[config.mk]
export PLATFORM = sky130hd
export DESIGN_NAME = mrd_bank_reader
export DESIGN_NICKNAME = d
export VERILOG_FILES = /design/src/rtl/mrd_bank_reader.sv
export SDC_FILE = /design/constraint.sdc
export NUM_CORES = 1
export LEC_CHECK = 0
export ABC_AREA = 1
export BUFFER_PORTS_ARGS = -buffer_cell sky130_fd_sc_hd__buf_2
export CORE_AREA = 2 2 115 117
export DETAILED_ROUTE_END_ITERATION = 16
export DIE_AREA = 0 0 117 119
export MAX_ROUTING_LAYER = met4
export PLACE_DENSITY = 0.75
export SYNTH_ARGS = -nofsm -noshare
export SYNTH_HDL_FRONTEND = slang
export SYNTH_SLANG_ARGS = --single-unit
[constraint.sdc]
create_clock -name clk -period 3 [get_ports clk]
set_input_delay 0.45 -clock clk [delete_from_list [all_inputs] [get_ports clk]]
set_output_delay 0.45 -clock clk [all_outputs]
set_load 0.01 [all_outputs]
[src/rtl/mrd_bank_reader.sv]
// Read side of the 7-bank mixed-radix DFT memory: streams a frame back out in
// natural or radix-7 transposed order and absorbs the RAM read latency.
//
//  state   | meaning
//  --------+--------------------------------------------------------------
//  IDLE    | waiting for start with rows != 0
//  READ    | one bank read per cycle until bank 6 / row M-1 has been issued
//  DRAIN   | RD_LAT+1 cycles letting the last read leave the pipeline
module mrd_bank_reader #(
    parameter int wADDR  = 8,
    parameter int wDATA  = 32,
    parameter int RD_LAT = 2
) (
    input  logic                  clk,
    input  logic                  rst_n,
    input  logic                  start,
    input  logic [wADDR:0]        rows,
    input  logic                  mode,
    output logic [wADDR-1:0]      rdaddr,
    output logic [6:0]            rden,
    input  logic [6:0][wDATA-1:0] rddata,
    output logic                  out_valid,
    output logic                  out_sop,
    output logic                  out_eop,
    output logic [wDATA-1:0]      out_data,
    output logic                  busy,
    output logic                  done
);

    localparam logic [1:0] S_IDLE  = 2'd0;
    localparam logic [1:0] S_READ  = 2'd1;
    localparam logic [1:0] S_DRAIN = 2'd2;

    localparam int               wDRN     = $clog2(RD_LAT + 1) + 1;
    localparam logic [wDRN-1:0]  DRN_LAST = wDRN'(RD_LAT);

    logic [1:0]                state_q, state_d;
    logic [wADDR:0]            rows_q, rows_d;
    logic                      mode_q, mode_d;
    logic [wADDR:0]            addr_cnt_q, addr_cnt_d;
    logic [2:0]                bank_cnt_q, bank_cnt_d;
    logic [wDRN-1:0]           drn_cnt_q, drn_cnt_d;
    logic [RD_LAT-1:0]         pv_q, pv_d;
    logic [RD_LAT-1:0]         ps_q, ps_d;
    logic [RD_LAT-1:0]         pe_q, pe_d;
    logic [RD_LAT-1:0][2:0]    pb_q, pb_d;
    logic                      out_valid_q, out_valid_d;
    logic                      out_sop_q, out_sop_d;
    logic                      out_eop_q, out_eop_d;
    logic [wDATA-1:0]          out_data_q, out_data_d;
    logic                      busy_q, busy_d;
    logic                      done_q, done_d;

    logic                      issue;
    logic                      addr_last;
    logic                      bank_last;
    logic                      rd_last;
    logic [wDATA-1:0]          tail_data;

    assign issue     = (state_q == S_READ);
    assign addr_last = (addr_cnt_q == rows_q - (wADDR+1)'(1));
    assign bank_last = (bank_cnt_q == 3'd6);
    assign rd_last   = addr_last && bank_last;

    assign rden   = issue ? (7'b1000000 >> bank_cnt_q) : 7'b0;
    assign rdaddr = issue ? addr_cnt_q[wADDR-1:0] : '0;

    always_comb begin
        state_d    = state_q;
        rows_d     = rows_q;
        mode_d     = mode_q;
        addr_cnt_d = addr_cnt_q;
        bank_cnt_d = bank_cnt_q;
        drn_cnt_d  = drn_cnt_q;
        done_d     = 1'b0;
        case (state_q)
            S_IDLE: begin
                // done_q keeps the done cycle itself closed to a new start
                if (start && (rows != '0) && !done_q) begin
                    state_d    = S_READ;
                    rows_d     = rows;
                    mode_d     = mode;
                    addr_cnt_d = '0;
                    bank_cnt_d = '0;
                end
            end
            S_READ: begin
                if (rd_last) begin
                    state_d    = S_DRAIN;
                    addr_cnt_d = '0;
                    bank_cnt_d = '0;
                    drn_cnt_d  = '0;
                end else if (!mode_q) begin
                    if (bank_last) begin
                        bank_cnt_d = '0;
                        addr_cnt_d = addr_cnt_q + 1'b1;
                    end else begin
                        bank_cnt_d = bank_cnt_q + 1'b1;
                    end
                end else begin
                    if (addr_last) begin
                        addr_cnt_d = '0;
                        bank_cnt_d = bank_cnt_q + 1'b1;
                    end else begin
                        addr_cnt_d = addr_cnt_q + 1'b1;
                    end
                end
            end
            S_DRAIN: begin
                if (drn_cnt_q == DRN_LAST) begin
                    state_d = S_IDLE;
                    done_d  = 1'b1;
                end else begin
                    drn_cnt_d = drn_cnt_q + 1'b1;
                end
            end
            default: state_d = S_IDLE;
        endcase
        busy_d = (state_d != S_IDLE) || done_d;
    end

    always_comb begin
        pv_d    = pv_q;
        ps_d    = ps_q;
        pe_d    = pe_q;
        pb_d    = pb_q;
        pv_d[0] = issue;
        ps_d[0] = issue && (bank_cnt_q == 3'd0) && (addr_cnt_q == '0);
        pe_d[0] = issue && rd_last;
        pb_d[0] = bank_cnt_q;
        for (int i = 1; i < RD_LAT; i++) begin
            pv_d[i] = pv_q[i-1];
            ps_d[i] = ps_q[i-1];
            pe_d[i] = pe_q[i-1];
            pb_d[i] = pb_q[i-1];
        end
    end

    // The tail of the pipeline lines up with the cycle rddata is valid
    always_comb begin
        tail_data = '0;
        for (int b = 0; b < 7; b++) begin
            if (pb_q[RD_LAT-1] == 3'(b)) tail_data = rddata[b];
        end
        out_valid_d = pv_q[RD_LAT-1];
        out_sop_d   = pv_q[RD_LAT-1] && ps_q[RD_LAT-1];
        out_eop_d   = pv_q[RD_LAT-1] && pe_q[RD_LAT-1];
        out_data_d  = pv_q[RD_LAT-1] ? tail_data : out_data_q;
    end

    always_ff @(posedge clk) begin
        if (!rst_n) begin
            state_q     <= S_IDLE;
            rows_q      <= '0;
            mode_q      <= 1'b0;
            addr_cnt_q  <= '0;
            bank_cnt_q  <= '0;
            drn_cnt_q   <= '0;
            pv_q        <= '0;
            ps_q        <= '0;
            pe_q        <= '0;
            pb_q        <= '0;
            out_valid_q <= 1'b0;
            out_sop_q   <= 1'b0;
            out_eop_q   <= 1'b0;
            out_data_q  <= '0;
            busy_q      <= 1'b0;
            done_q      <= 1'b0;
        end else begin
            state_q     <= state_d;
            rows_q      <= rows_d;
            mode_q      <= mode_d;
            addr_cnt_q  <= addr_cnt_d;
            bank_cnt_q  <= bank_cnt_d;
            drn_cnt_q   <= drn_cnt_d;
            pv_q        <= pv_d;
            ps_q        <= ps_d;
            pe_q        <= pe_d;
            pb_q        <= pb_d;
            out_valid_q <= out_valid_d;
            out_sop_q   <= out_sop_d;
            out_eop_q   <= out_eop_d;
            out_data_q  <= out_data_d;
            busy_q      <= busy_d;
            done_q      <= done_d;
        end
    end

    assign out_valid = out_valid_q;
    assign out_sop   = out_sop_q;
    assign out_eop   = out_eop_q;
    assign out_data  = out_data_q;
    assign busy      = busy_q;
    assign done      = done_q;

endmodule
==> metrics.yaml <==
timing:
  setup_viol: 0
  hold_viol: 0
  fin_setup_tns_ns: 0
  maxSlewViolCount: 0
  finClkSkew_ns: 0.00543
  rsz0062_at_grt: "no"
  period_share_pct: 80.0
  min_period_ns: 2.40
  worst_pin_slew_ns: 0.808
  fin_ws_ns: 0.599
  slew_headroom_pct: 46.0
  max_freq_mhz: 417
yosys:
  synth_cell_types: 30
  syn_inst: 872
  synth_warnings: 0
  syn_area_per_cell_sq_um: 5.97
  synth_top_cell_by_area: "dfxtp_1"
  synthMuxAreaShare_pct: 0
  synth_nets: 1123
  synth_compound_gate_area_share_pct: 15.9
  synth_area_sq_um: 5210
  netlist.area_leader.share_pct: 29.2
  synth-seq-cells: 76
  seq_area_frac_synth_pct: 29.2
  synth_top_family_by_area: "simple AND/OR/NAND/NOR gates"
  yosys.area_share.simple_pct: 38.3
  synth_area_leaders: "dfxtp_1 29%, nand2_1 18%, nand3_1 10%"
  synthAdderAreaFrac_pct: 3.36
  synth_xor_area_share_pct: 1.35
setup_path:
  cp-end-kind: "flop"
  arrival_ns: 2.66
  cp_top_family: "simple AND/OR/NAND/NOR gates"
  max_stage_delay_ns: 0.63
  path_cells: "inv_2 > nor3_4 > inv_2 > nand4_1 > o21ai_1 > nand2_1 > nand2_1 > a21oi_1"
  cp-start-kind: "flop"
  rr_worst_depth: 8
  critical_path_buf_inv_count: 2
  critPathMaxFanout: 46
  timing_worst_setup_path_type: "flop to flop"
  crit_slowest_cell: "dfxtp_1"
  path_depth: 8
  required_ns: 3.26
cts:
  cts_buffer_depth: 2
  clk_latency_ns: 0.33
  htreeDepth: 3
  cts_hold_buf: 0
  postCtsSetupBuffers: 0
  clock-root-buffer: "clkbuf_16"
  cts_tree: "built"
  cts.clk_slew.worst_paths_ns: 0.06
  cts_resized: 0
  cts_buffers: 9
  cts_num_sinks: 76
global_route:
  antenna_found_initial: 5
  grt_overflow: 0
  grt_pass1_vias: 6112
  grt_pass1_wl_um: 32700
  grt_max_degree: 47
  track_usage_pct: 31.5
finish:
  area_growth_pct: 36.6
  layout-drive-gt1-share_pct: 29.5
  postLayoutCellArea_sq_um: 7110
  fillers: 1351
  fin_nets: 1389
  final_cells: 1323
drt:
  wl_per_cell_um: 16.7
  drt_pass1_iterations: 8
  drc: 0
  antenna_left: 0
  drt-vias-per-instance: 5.21
  drt-total-wl_um: 22100
  drt-initial-drc-count: 666
  vias: 6888
hold_path:
  hold_class: "flop to flop"
  holdPathStages: 2
floorplan:
  dieArea_sq_um: 13900
  die_w_um: 117
  core_area_sq_um: 12900
  ioPinCount: 289
  die_h_um: 119
  initial_utilization_pct: 40.4
  num_rows: 42
placement:
  place_area_sq_um: 6810
  port_buffers: 288
  dp_cells: 1303
  dp_worst_setup_slack_ns: 0.654
  hpwl_um: 17300
  gp_congestion: 0.999
pwr:
  p_comb_share_pct: 21.1
  pwr-share-seq_pct: 39.3
  p_sw_mw: 0.784
  ir_drop_v: 0.000291
  powerDensity_nw_per_um2: 384
  finalPower_mw: 2.73
  pwr-share-clk_pct: 39.6
  intPower_mw: 1.95
  swShare_pct: 28.7
  p_leak_nw: 3.69
outcome:
  status: "completed"
flow_run:
  max-cap-violations: 0
## power groups by stage
stage	logic [mW]	clock network, mW	registers [mW]
4_1_cts	0.570	1.10	1.07
5_1_grt	0.647	1.14	1.08
2_1_floorplan	0.299	0	1.09
3_3_place_gp	0.567	0	1.09
3_5_place_dp	0.567	0	1.10
6_report	0.576	1.08	1.07
## placed cells by master, fill, tap and decap left out, drive strengths merged, types with 10 or more instances in the layout
| master | netlist | routed |
|---|---|---|
| buf | 16 | 301 |
| nand2 | 257 | 257 |
| inv | 110 | 110 |
| nand3 | 105 | 105 |
| a21oi | 82 | 82 |
| o21ai | 81 | 81 |
| dfxtp | 76 | 76 |
| nor2 | 47 | 47 |
| nand4 | 28 | 28 |
| ha | 14 | 14 |
| nor3 | 12 | 12 |
| clkbuf | 30 | 10 |
## synth_stat cells
master    instances
a21oi_1          82
buf_1             2
buf_2            10
buf_4             2
buf_6             2
clkbuf_1         30
dfxtp_1          76
ha_1             14
inv_1           105
inv_2             5
nand2_1         255
nand2_2           2
nand3_1         104
nand3_2           1
nand3b_1          1
nand4_1          28
nor2_1           44
nor2_2            2
nor2_4            1
nor3_1            6
nor3_2            5
nor3_4            1
nor4_1            2
o211ai_1          1
o21ai_0          50
o21ai_1          30
o21ai_2           1
or2_2             2
xnor2_1           3
xor2_1            5
## flip-flops by register name (all words and copies together), names as in the netlist
name / cells
out_data: 32
addr_cnt_q: 9
rows_q: 9
bank_cnt_q: 3
drn_cnt_q: 3
pb_d: 3
pb_q: 3
pe_q: 2
ps_q: 2
pv_q: 2
state_q: 2
busy: 1
done: 1
mode_q: 1
out_eop: 1
out_sop: 1
out_valid: 1
## tightest hold or removal path: cells and delay by family, from the launching register on
kind	cells	cell delay, ns
simple gates	1	0.04
buf+inv	1	0.04
flops	1	0.30
## final cells by class
| class | count | area, sq um | share of cell area, % |
|---|---|---|---|
| Sequential cell | 76 | 1520 | 21.4 |
| Tap cell | 176 | 220 | 3.10 |
| Multi-Input combinational cell | 640 | 3090 | 43.5 |
| Inverter | 110 | 413 | 5.80 |
| Clock buffer | 10 | 239 | 3.36 |
| Clock inverter | 5 | 52.6 | 0.739 |
| Timing Repair Buffer | 301 | 1560 | 22.0 |
| Antenna cell | 5 | 12.5 | 0.176 |
## logic make-up (layout without fill, tap and decap cells)
logic type,count (synthesis),count (layout)
and+or+nand+nor,454,454
buffers and inverters,156,426
adders and majority gates,14,14
xor gates and xnor gates,8,8
other,0,5
AOI/OAI and AO/OA,164,164
DFF,76,76
## per-stage QoR
stage / utilization, % / hold slack (ns)
after global routing: 55.3 / 0.425
after CTS: 55.2 / 0.408
after floorplan: - / 0.390
after global placement: 52.9 / 0.395
after detailed placement: 52.9 / 0.396
final: 55.3 / 0.407
## routing by layer
metal / wire length (um) / vias to the layer above / GRT usage (%) / share of wire (%)
li1: - / 3366 / - / -
met1: 9240 / 3111 / 39.7 / 42
met2: 10100 / 352 / 48.0 / 46
met3: 1980 / 59 / 7.07 / 8.9
met4: 775 / 0 / 13.8 / 3.5
met5: 0 / - / - / 0
## path summary, 6_finish.rpt
kind / startpoint / to / slack, ns
min: pb_d[5] / pb_q[5] / 0.41
max: pb_q[5] / out_data[19] / 0.60
max reg2reg: pb_q[5] / out_data[19] / 0.60
min reg2reg: pb_d[5] / pb_q[5] / 0.41
Power figures use the tool's default switching activity.
